==> config.mk <==
export PLATFORM = sky130hd
export DESIGN_NAME = ble_config_loader
export DESIGN_NICKNAME = d
export VERILOG_FILES = /design/src/rtl/ble_config_loader.sv
export SDC_FILE = /design/constraint.sdc
export NUM_CORES = 1
export LEC_CHECK = 0
export ABC_AREA = 1
export CAP_MARGIN = 5
export CORE_UTILIZATION = 33
export DETAILED_ROUTE_END_ITERATION = 8
export PLACE_DENSITY = 0.6
export RECOVER_POWER = 25
export SYNTH_ARGS = -nofsm -noshare
export SYNTH_HDL_FRONTEND = slang
export SYNTH_SLANG_ARGS = --single-unit
==> constraint.sdc <==
create_clock -name i_clk -period 2.01 [get_ports i_clk]
set_clock_uncertainty 0.2 [all_clocks]
set_input_delay 0.5025 -clock i_clk [delete_from_list [all_inputs] [get_ports i_clk]]
set_output_delay 0.5025 -clock i_clk [all_outputs]
set_load 0.005 [all_outputs]
==> src/rtl/ble_config_loader.sv <==
// ble_config_loader: serialises a byte-wide configuration image into the daisy-chained BLE shift registers
module ble_config_loader #(
    parameter int NUM_BLE      = 8,
    parameter int BITS_PER_BLE = 19,
    parameter int CLK_DIV      = 2
) (
    input  logic       i_clk,
    input  logic       i_rst_n,
    input  logic       i_start,
    input  logic [7:0] i_in_data,
    input  logic       i_in_valid,
    output logic       o_in_ready,
    output logic       o_prog_in,
    output logic       o_prog_clk,
    output logic       o_prog_en,
    output logic       o_busy,
    output logic       o_done
);
    localparam int CHAIN_LEN = NUM_BLE * BITS_PER_BLE;
    localparam int NBYTES    = CHAIN_LEN / 8;
    localparam int DW        = (CLK_DIV > 1) ? $clog2(CLK_DIV) : 1;
    localparam int BW        = (NBYTES > 1) ? $clog2(NBYTES) : 1;
    localparam logic [DW-1:0] DIV_LAST  = DW'(CLK_DIV - 1);
    localparam logic [BW-1:0] BYTE_LAST = BW'(NBYTES - 1);

    generate
        if (NUM_BLE % 8 != 0) begin : g_bad_num_ble
            $error("ble_config_loader: NUM_BLE must be a multiple of 8");
        end
        if (CLK_DIV < 1) begin : g_bad_clk_div
            $error("ble_config_loader: CLK_DIV must be at least 1");
        end
    endgenerate

    typedef enum logic [2:0] {
        S_IDLE,
        S_FETCH,
        S_SHIFT_LO,
        S_SHIFT_HI,
        S_TAIL
    } state_t;

    state_t          r_state;
    state_t          w_state_nxt;
    logic [DW-1:0]   r_div_cnt;
    logic [2:0]      r_bit_cnt;
    logic [BW-1:0]   r_byte_cnt;
    logic [7:0]      r_shift;
    logic            r_in_ready;
    logic            r_prog_clk;
    logic            r_prog_en;
    logic            r_busy;
    logic            r_done;
    logic            w_phase_end;
    logic            w_accept;
    logic            w_hi_exit;
    logic            w_timed;
    logic            w_in_ready_nxt;
    logic            w_prog_clk_nxt;
    logic            w_prog_en_nxt;
    logic            w_busy_nxt;
    logic            w_done_nxt;

    assign w_phase_end = (r_div_cnt == DIV_LAST);
    assign w_accept    = (r_state == S_FETCH) & r_in_ready & i_in_valid;
    assign w_hi_exit   = (r_state == S_SHIFT_HI) & w_phase_end;
    assign w_timed     = (r_state == S_SHIFT_LO) | (r_state == S_SHIFT_HI) | (r_state == S_TAIL);

    // State register; reset drops straight back to IDLE even mid-load
    always_ff @(posedge i_clk or negedge i_rst_n) begin
        if (!i_rst_n) r_state <= S_IDLE;
        else          r_state <= w_state_nxt;
    end

    // Next-state: each timed phase lasts CLK_DIV cycles, FETCH waits for a byte
    always_comb begin
        w_state_nxt = r_state;
        case (r_state)
            S_IDLE:     w_state_nxt = i_start ? S_FETCH : S_IDLE;
            S_FETCH:    w_state_nxt = w_accept ? S_SHIFT_LO : S_FETCH;
            S_SHIFT_LO: w_state_nxt = w_phase_end ? S_SHIFT_HI : S_SHIFT_LO;
            S_SHIFT_HI: w_state_nxt = !w_phase_end ? S_SHIFT_HI :
                                      (r_bit_cnt != 3'd0) ? S_SHIFT_LO :
                                      (r_byte_cnt != '0) ? S_FETCH : S_TAIL;
            S_TAIL:     w_state_nxt = w_phase_end ? S_IDLE : S_TAIL;
            default:    w_state_nxt = S_IDLE;
        endcase
    end

    // Output decode from the next state so the registered outputs line up with the state register
    always_comb begin
        w_in_ready_nxt = (w_state_nxt == S_FETCH);
        w_prog_clk_nxt = (w_state_nxt == S_SHIFT_HI);
        w_busy_nxt     = (w_state_nxt != S_IDLE);
        w_done_nxt     = (r_state == S_TAIL) & w_phase_end;
        w_prog_en_nxt  = w_accept | (r_prog_en & (w_state_nxt != S_IDLE));
    end

    // Output registers; prog_en stays high through stalls and falls only on TAIL exit or reset
    always_ff @(posedge i_clk or negedge i_rst_n) begin
        if (!i_rst_n) begin
            r_in_ready <= 1'b0;
            r_prog_clk <= 1'b0;
            r_prog_en  <= 1'b0;
            r_busy     <= 1'b0;
            r_done     <= 1'b0;
        end else begin
            r_in_ready <= w_in_ready_nxt;
            r_prog_clk <= w_prog_clk_nxt;
            r_prog_en  <= w_prog_en_nxt;
            r_busy     <= w_busy_nxt;
            r_done     <= w_done_nxt;
        end
    end

    // Phase timer, bit/byte counters and the MSB-first data shifter
    always_ff @(posedge i_clk or negedge i_rst_n) begin
        if (!i_rst_n) begin
            r_div_cnt  <= '0;
            r_bit_cnt  <= 3'd0;
            r_byte_cnt <= '0;
            r_shift    <= 8'd0;
        end else begin
            r_div_cnt  <= (w_timed && w_state_nxt == r_state) ? r_div_cnt + 1'b1 : '0;
            r_bit_cnt  <= w_accept ? 3'd7 : (w_hi_exit && r_bit_cnt != 3'd0) ? r_bit_cnt - 3'd1 : r_bit_cnt;
            r_byte_cnt <= (r_state == S_IDLE && i_start) ? BYTE_LAST :
                          (w_hi_exit && r_bit_cnt == 3'd0 && r_byte_cnt != '0) ? r_byte_cnt - 1'b1 : r_byte_cnt;
            r_shift    <= w_accept ? i_in_data : w_hi_exit ? {r_shift[6:0], 1'b0} : r_shift;
        end
    end

    assign o_in_ready = r_in_ready;
    assign o_prog_in  = r_shift[7];
    assign o_prog_clk = r_prog_clk;
    assign o_prog_en  = r_prog_en;
    assign o_busy     = r_busy;
    assign o_done     = r_done;

endmodule

Word level (Yosys, flattened, before mapping)
Cells that the tools add are included.
{"block": "totals", "regBits": 25, "in_bits": 12, "out_inout_bits": 6, "word_cells": 56}
{"block": "classes", "addsub": 3, "n_eq_ne": 7, "muxes": 15, "n_bitwise": 8, "n_reduce_logical": 13}
{"operator": "$mux W3", "n": 6}
{"operator": "$mux W8", "n": 2}
{"operator": "$pmux W3 S5", "n": 1}
{"operator": "$mux W5", "n": 2}
{"operator": "$eq A3 B2 Y1 const B", "n": 3}
{"operator": "$eq A3 B1 Y1 const B", "n": 2}
{"operator": "$logic_not A3 Y1", "n": 2}
{"operator": "$reduce_bool A2 Y1", "n": 3}
{"operator": "$reduce_bool A3 Y1", "n": 2}
{"operator": "$and A1 B1 Y1", "n": 5}
{"operator": "$logic_and A1 B1 Y1", "n": 5}
{"operator": "$reduce_bool A5 Y1", "n": 1}
{"operator": "$sub A5 B1 Y5 const B", "n": 1}
{"operator": "$eq A3 B3 Y1", "n": 1}
{"operator": "$eq A3 B3 Y1 const B", "n": 1}
{"operator": "$mux W1", "n": 3}
{"operator": "$or A1 B1 Y1", "n": 3}
{"operator": "$sub A3 B1 Y3 const B", "n": 1}
{"operator": "$mux W2", "n": 1}
{"operator": "$add A1 B1 Y1 const B", "n": 1}

Longest topological paths before layout
Gate-level depths: netlist of run 1.
{"block": "depth", "word_depth": 8, "mapped_depth": 11, "mapped_depth_nobuf": 11}

Least setup slack after synthesis of run 1
Ideal clock, no wire load.
{"block": "synth_timing", "kind": "flip-flop to flip-flop", "start": "register r_bit_cnt[0]", "end": "register r_byte_cnt[1]", "setup_ns": 0.124, "arrival_time_ns": 1.355, "setup_slack_ns": 0.331, "stages_incl_launch_ff": 10, "path_buffers": 0, "synth_period_minus_slack_ns": 1.679, "cell_sequence": "dfrtp_1 inv_1 ha_1 inv_1 nor2_1 clkinv_1 nor2_2 nand2_2 a21oi_1 o21ai_1"}
{"block": "synth_between", "elab_chain_cells": 4}
{"item": "from (decl)", "line": "46", "rtl": "logic [2:0] r_bit_cnt;"}
{"item": "from (signal assigned)", "line": "125", "rtl": "r_bit_cnt <= w_accept ? 3'd7 : (w_hi_exit && r_bit_cnt != 3'd0) ? r_bit_cnt - 3'd1 : r_bit_cnt;"}
{"item": "$logic_not A3 Y1", "line": "127", "rtl": "(w_hi_exit && r_bit_cnt == 3'd0 && r_byte_cnt != '0) ? r_byte_cnt - 1'b1 : r_byte_cnt;"}
{"item": "$logic_and A1 B1 Y1 (2 in series)", "line": "127"}
{"item": "$reduce_bool A2 Y1 (no source line)"}
{"item": "to (signal assigned)", "line": "126", "rtl": "r_byte_cnt <= (r_state == S_IDLE && i_start) ? BYTE_LAST :"}
{"item": "to (decl)", "line": "47", "rtl": "logic [BW-1:0] r_byte_cnt;"}
Every way passes these cells.
A chain may end at the register's enable or synchronous reset.

Worst setup path in the final report of run 1
{"block": "layout_timing", "start": "register r_in_ready (netlist: o_in_ready)", "end": "output o_in_ready"}
{"item": "from (decl)", "line": "49", "rtl": "logic r_in_ready;"}
{"item": "from (signal assigned)", "line": "108", "rtl": "r_in_ready <= w_in_ready_nxt;"}
{"item": "to (decl)", "line": "12", "rtl": "output logic o_in_ready,"}
No word-level cell between the ends.

==> results of run 1 <==
-- cell families (layout without fill, tap and decap cells) --
family          after synthesis  in the layout  synth area share (%)
flops                        25             25                  49.1
fa+ha+maj                     4              4                  3.93
buf+inv                      21             48                  7.27
xor+xnor                      3              3                  2.06
compound gates               28             28                  12.1
simple gates                 60             60                  25.5
-- timing repair --
| item | CTS | global route |
|---|---|---|
| hold buffers | 0 | 0 |
| endpoints found under the setup margin | 0 | 7 |
| resized for setup | 0 | 2 |
-- layer usage --
| metal | track usage, % | part of all wire, % | vias up |
|---|---|---|---|
| met3 | 2.14 | 3.9 | 2 |
| met2 | 21.8 | 48 | 21 |
| met1 | 15.5 | 47 | 484 |
| met4 | 5.83 | 0.59 | 0 |
| li1 | - | - | 520 |
| met5 | 0 | 0 | - |
-- layout by cell type, fill, tap and decap left out, types with 6 or more instances in the layout --
cell,n
nor2_1,11
a21oi_1,6
buf_4,7
nand2_1,18
o21ai_1,15
inv_1,16
dfrtp_1,25
nand3_1,13
clkdlybuf4s50_1,16
-- metrics by stage --
step / power (mW) / TNS [ns]
floorplan: 1.50 / 0
global placement: 1.80 / 0
detailed placement: 1.84 / -0.127
CTS: 2.14 / 0
global route: 2.31 / 0
finish: 2.12 / 0
-- synth_stat cells (all sizes together) --
master,n
dfrtp,25
nand2,24
inv,17
o21ai,17
nand3,15
nor2,14
a21oi,7
ha,4
nor3,4
o22ai,3
xor2,3
buf,2
clkinv,2
nand4,2
nor4,1
o21a,1
-- cell type report --
class | count | area (µm²)
repair buffers | 25 | 228
fillers | 376 | 2090
clock inverters | 1 | 5.00
flip-flops and latches | 25 | 626
well taps | 48 | 60.1
multi-input cells | 95 | 558
inverters | 19 | 76.3
clock buffers | 3 | 41.3
-- sequential cells by signal, summed over array words and instances, names as in the netlist, 3 cells and up --
register,flops
r_bit_cnt,3
r_byte_cnt,5
r_shift,8
r_state,3
-- power breakdown --
group          internal, mW  switching [mW]  leakage [nW]
sequential            0.715           0.162         0.306
clock                 0.138           0.154        0.0255
combinational         0.424           0.522         0.401
-- path summary, 6_finish.rpt --
kind                                   start            to  slack (ns)  cells past startpoint
worst min register to register  r_bit_cnt[0]  r_bit_cnt[0]        0.29                      1
min in group asynchronous            i_rst_n    r_state[0]        0.57                      2
worst max-delay path              o_in_ready    o_in_ready        0.11                      1
max in group asynchronous            i_rst_n    r_shift[3]        0.63                      2
worst min-delay path            r_bit_cnt[0]  r_bit_cnt[0]        0.29                      1
worst max register to register  r_bit_cnt[0]     o_prog_en        0.22                     11
==> implementation parameters, run 1 <==
Parameter                              Value

Synth
  Leading post-synthesis cells by cell area ... dfrtp_1, o21ai_1, nand2_1
  Yosys top cell by area ... dfrtp_1
  Count of cell types in the netlist ... 29
  Portion of synthesized cell area occupied by the leading cell type ... 49.1%
  Syn avg cell area ... 9.03 µm²
  Total number of yosys warnings ... 0
  Combined area of all synthesized cells ... 0.00127 mm²
  Post-synthesis sequential area ratio ... 49.1%
  Post-synthesis sequential element count ... 25
  Post-Synthesis Cells ... 141
  Net count after synthesis ... 157

Run
  Number of max-cap violations ... 0

Floorplanning
  Site Rows ... 22
  Number of placed I/O pins ... 18
  Effective utilization at floorplan ... 34.5%
  Area of the die ... 0.00411 mm²
  Horizontal die dimension ... 64.1 µm
  Area of the placeable core ... 0.00369 mm²
  Die H ... 64.1 µm

Placed design
  GPL Wtd Cong ... 0.769
  Worst setup slack after placement ... -0.0396 ns
  Placed cell count ... 212
  Number of port buffers ... 17
  Post-DP HPWL ... 1850 µm
  Post-place instance area ... 0.00155 mm²

Finish
  Layout Cells excl Fill ... 216
  Number of diodes ... 0
  Utilization after layout ... 43.2%
  Layout area overhead ... 25.1%
  Fraction of layout cells with a size suffix above 1 ... 17.3%
  Area of all placed cells without fillers ... 0.00159 mm²
  Total Nets Final ... 185

Critical path
  Ordered cell list for the critical path ... clkdlybuf4s50_1
  Worst path buffer plus inverter count ... 1
  Stage delay of the slowest cell on the critical path ... 0.52 ns
  Worst setup path class ... reg -> out
  CP Data Arrival Time ... 1.20 ns
  Top delay family on crit path ... buffers and inverters
  Category of the worst setup path capture point ... output port
  Slowest-stage cell, CP ... clkdlybuf4s50_1
  Maximum fanout along the worst path ... 3
  Worst Setup Start Kind ... flop
  Endpoint required time on the critical path ... 1.31 ns

STA
  Final worst-path cycle share ... 94.7%
  Slew Viols, Final ... 0
  Actual slew at the worst max-slew pin ... 0.625 ns
  Rel. slew slack ... 58.3%
  Peak Freq ... 0.525 GHz
  Post-route worst hold slack ... 0.287 ns
  Count of final setup violators ... 0
  Unrepaired setup endpoints after global routing ... false
  Final number of hold-violating endpoints ... 0
  Final Worst Setup Slack ... 0.106 ns
  Crit path time final ... 1.90 ns

Min path
  Class of the tightest hold or removal check ... reg -> reg

Power and ir drop
  Leakage power of the design ... 0.732 nW
  Worst IR drop on VDD ... 0.000474 V
  Pwr/cell area ... 1330 mW/mm²

Clocking
  Sink count of the clock tree ... 25
  Maximum clock path buffer count ... 2
  Clock-pin slew on the worst setup and hold paths ... 0.09 ns
  Clock Tree Root ... clkbuf_8
  TritonCTS clock tree ... yes
  Later-pin clock latency in the skew report ... 0.26 ns
  Setup bufs post-CTS ... 0
  Number of levels in the clock H-tree ... 1
  CTS buffer count ... 3

Route
  Iteration count of the initial detailed-routing pass ... 4
  DRT iter0 DRCs ... 56
  Routed Antenna Nets ... 0
  Number of vias per cell ... 4.75
  Total detailed-routing wirelength ... 2390 µm
  Drt drc ... 0
  Via count of the routed design ... 1,027
  Average wire per cell in the routed design ... 11.1 µm

GRT
  Total overflow reported by the global router ... 0
  Number of antenna violations at the first check in global routing ... 0
  GR Util All Layers ... 12.7%
  Pin count of the biggest net entering global routing ... 26
  Wire length of the first global-routing pass ... 4100 µm
  Vias in the first global route ... 957

Run status
  Result of the run ... finished clean
Note: power is estimated with default switching activity, not from simulation.
==> inputs of run 2 (changes only) <==
Settings changed: GPL_TIMING_DRIVEN set to 0.
==> implementation parameters, run 2 (synthesized netlist as in run 1, its figures left out) <==
Parameter                              Value

Clocking
  Maximum clock path buffer count ... 2 (unchanged)
  Setup bufs post-CTS ... 0 (unchanged)
  CTS buffer count ... 3 (unchanged)
  TritonCTS clock tree ... yes
  Sink count of the clock tree ... 25 (unchanged)
  Clock Tree Root ... clkbuf_8
  Later-pin clock latency in the skew report ... 0.27 ns (about the same)
  Clock-pin slew on the worst setup and hold paths ... 0.08 ns (about the same)
  Number of hold buffers added after cts ... 0 (unchanged)
  Number of levels in the clock H-tree ... 1 (unchanged)

Run
  Number of max-cap violations ... 0 (unchanged)

Route
  Iteration count of the initial detailed-routing pass ... 4 (unchanged)
  Via count of the routed design ... 983 (-4.3%)
  DRT iter0 DRCs ... 29 (-48%)
  Total detailed-routing wirelength ... 2440 µm (+2.0%)
  Drt drc ... 0 (unchanged)
  Routed Antenna Nets ... 0 (unchanged)
  Number of vias per cell ... 4.68 (-1.5%)
  Average wire per cell in the routed design ... 11.6 µm (+4.9%)

GRT
  GR Util All Layers ... 13.6% (+0.90 points)
  Pin count of the biggest net entering global routing ... 26 (unchanged)
  Vias in the first global route ... 960 (+0.31%)
  Total overflow reported by the global router ... 0 (unchanged)
  Number of antenna violations at the first check in global routing ... 0 (unchanged)
  Wire length of the first global-routing pass ... 4230 µm (+3.2%)

Finish
  Largest register by flop count ... r_shift
  Utilization after layout ... 42.1% (-1.1 points)
  Number of flip-flops in the largest register ... 8 (unchanged)
  Fraction of layout cells with a size suffix above 1 ... 12.3% (-4.9 points)
  Regs by FF count ... r_shift: 8 flops, r_byte_cnt: 5 flops
  Layout area overhead ... 21.9%
  Number of diodes ... 0 (unchanged)
  Area of all placed cells without fillers ... 0.00155 mm² (-2.6%)
  Total Nets Final ... 179 (-3.2%)
  Most common library cell in the layout ignoring fill and taps ... dfrtp_1
  Commonest cells after routing, fill and taps aside ... dfrtp_1, nand2_1, inv_1, clkdlybuf4s50_1, o21ai_1

Placed design
  Post-DP HPWL ... 1800 µm (-2.5%)
  Post-place instance area ... 0.00150 mm² (-2.8%)
  Number of port buffers ... 17 (unchanged)
  GPL Wtd Cong ... 0.781 (+1.6%)

Critical path
  Maximum fanout along the worst path ... 3 (unchanged)
  Slowest-stage cell, CP ... clkdlybuf4s50_1
  Worst Setup Start Kind ... flop
  Ordered cell list for the critical path ... clkdlybuf4s50_1
  Top delay family on crit path ... buffers and inverters
  Category of the worst setup path capture point ... output port
  CP Data Arrival Time ... 1.20 ns (about the same)
  Worst setup path class ... reg -> out
  Endpoint required time on the critical path ... 1.31 ns (about the same)
  Worst path buffer plus inverter count ... 1 (unchanged)
  Stage delay of the slowest cell on the critical path ... 0.52 ns (about the same)

STA
  Final number of hold-violating endpoints ... 0 (unchanged)
  Slew Viols, Final ... 0 (unchanged)
  Count of final setup violators ... 0 (unchanged)
  Unrepaired setup endpoints after global routing ... false
  Final worst-path cycle share ... 94.9% (+0.18 points)
  Rel. slew slack ... 24.5% (-34 points)
  Peak Freq ... 0.524 GHz (-0.19%)
  Setup total negative slack ... 0 ns (unchanged)
  Crit path time final ... 1.91 ns (+0.00354 ns)
  Post-route worst hold slack ... 0.286 ns (-0.000872 ns)
  Actual slew at the worst max-slew pin ... 1.13 ns (+0.504 ns)

Floorplanning
  Number of placed I/O pins ... 18 (unchanged)
  Site Rows ... 22 (unchanged)
  Horizontal die dimension ... 64.1 µm (unchanged)
  Area of the placeable core ... 0.00369 mm² (unchanged)
  Effective utilization at floorplan ... 34.5% (unchanged)
  Area of the die ... 0.00411 mm² (unchanged)
  Die H ... 64.1 µm (unchanged)

Power and ir drop
  Leakage power of the design ... 0.703 nW (-4.0%)
  Pwr/cell area ... 1330 mW/mm² (about the same)
  Internal Power ... 1.23 mW (-3.5%)
  Net Switching ... 0.829 mW (-1.2%)
  Clock network power share ... 14.6% (+0.8 points)
  Proportion of power drawn by flip-flops and latches ... 42.5% (+1.0 points)
  Worst IR drop on VDD ... 0.000459 V (-3.3%)
  Switching fraction of total power ... 40.2% (+0.59 points)
  Combinational share of power ... 42.9% (-1.8 points)
  Total power consumption of the routed design ... 2.06 mW (-2.6%)

Min path
  Class of the tightest hold or removal check ... reg -> reg

Run status
  Result of the run ... finished clean
-- run 2: worst paths after layout --
kind	start	end	slack (ns)	cells after the start
max	o_in_ready	o_in_ready	0.10	1
max in group asynchronous	i_rst_n	o_prog_en	0.30	1
max reg2reg	r_bit_cnt[0]	o_prog_en	0.22	11
min reg2reg	o_prog_en	o_prog_en	0.29	2
min in group asynchronous	i_rst_n	r_state[2]	0.63	1
min	o_prog_en	o_prog_en	0.29	2
-- run 2: power by group through the flow --
stage	sequential, mW	combinational, mW	clock (mW)
after detailed placement	0.880	0.896	0
after global routing	0.911	1.03	0.333
final	0.877	0.884	0.300
after global placement	0.869	0.862	0
after CTS	0.869	0.899	0.311
after floorplan	0.851	0.648	0
-- run 2: repair_timing --
action | in CTS | in global routing
setup endpoints to repair | 0 | 7
gates resized for setup | 0 | 3
endpoints found under the hold margin | 0 | 0
-- run 2: stage by stage --
stage          std cells  setup WS, ns
2_1_floorplan        141         0.331
3_5_place_dp         206       -0.0995
3_3_place_gp         206       -0.0582
6_report             210         0.103
4_1_cts              210        0.0795
5_1_grt              210       0.00887
-- run 2: area by class of cell --
cell class,count,area [µm²]
timing repair buffer,17,170
clock buffer,4,45.0
inverter,19,76.3
buffer,2,16.3
fill,384,2140
tap,48,60.1
multi-input combinational,95,559
sequential,25,626
-- run 2: layer usage --
layer	vias up	wire length [µm]	global-route usage (%)
li1	512	-	-
met1	450	1210	17.5
met2	17	1100	22.2
met3	4	78	2.68
met4	0	42	5.83
met5	-	0	0
-- run 2: worst min-delay path: cells and delay by family (launching register included) --
kind             cells  cell delay [ns]
flip-flops           1             0.36
AND/OR/NAND/NOR      2             0.10
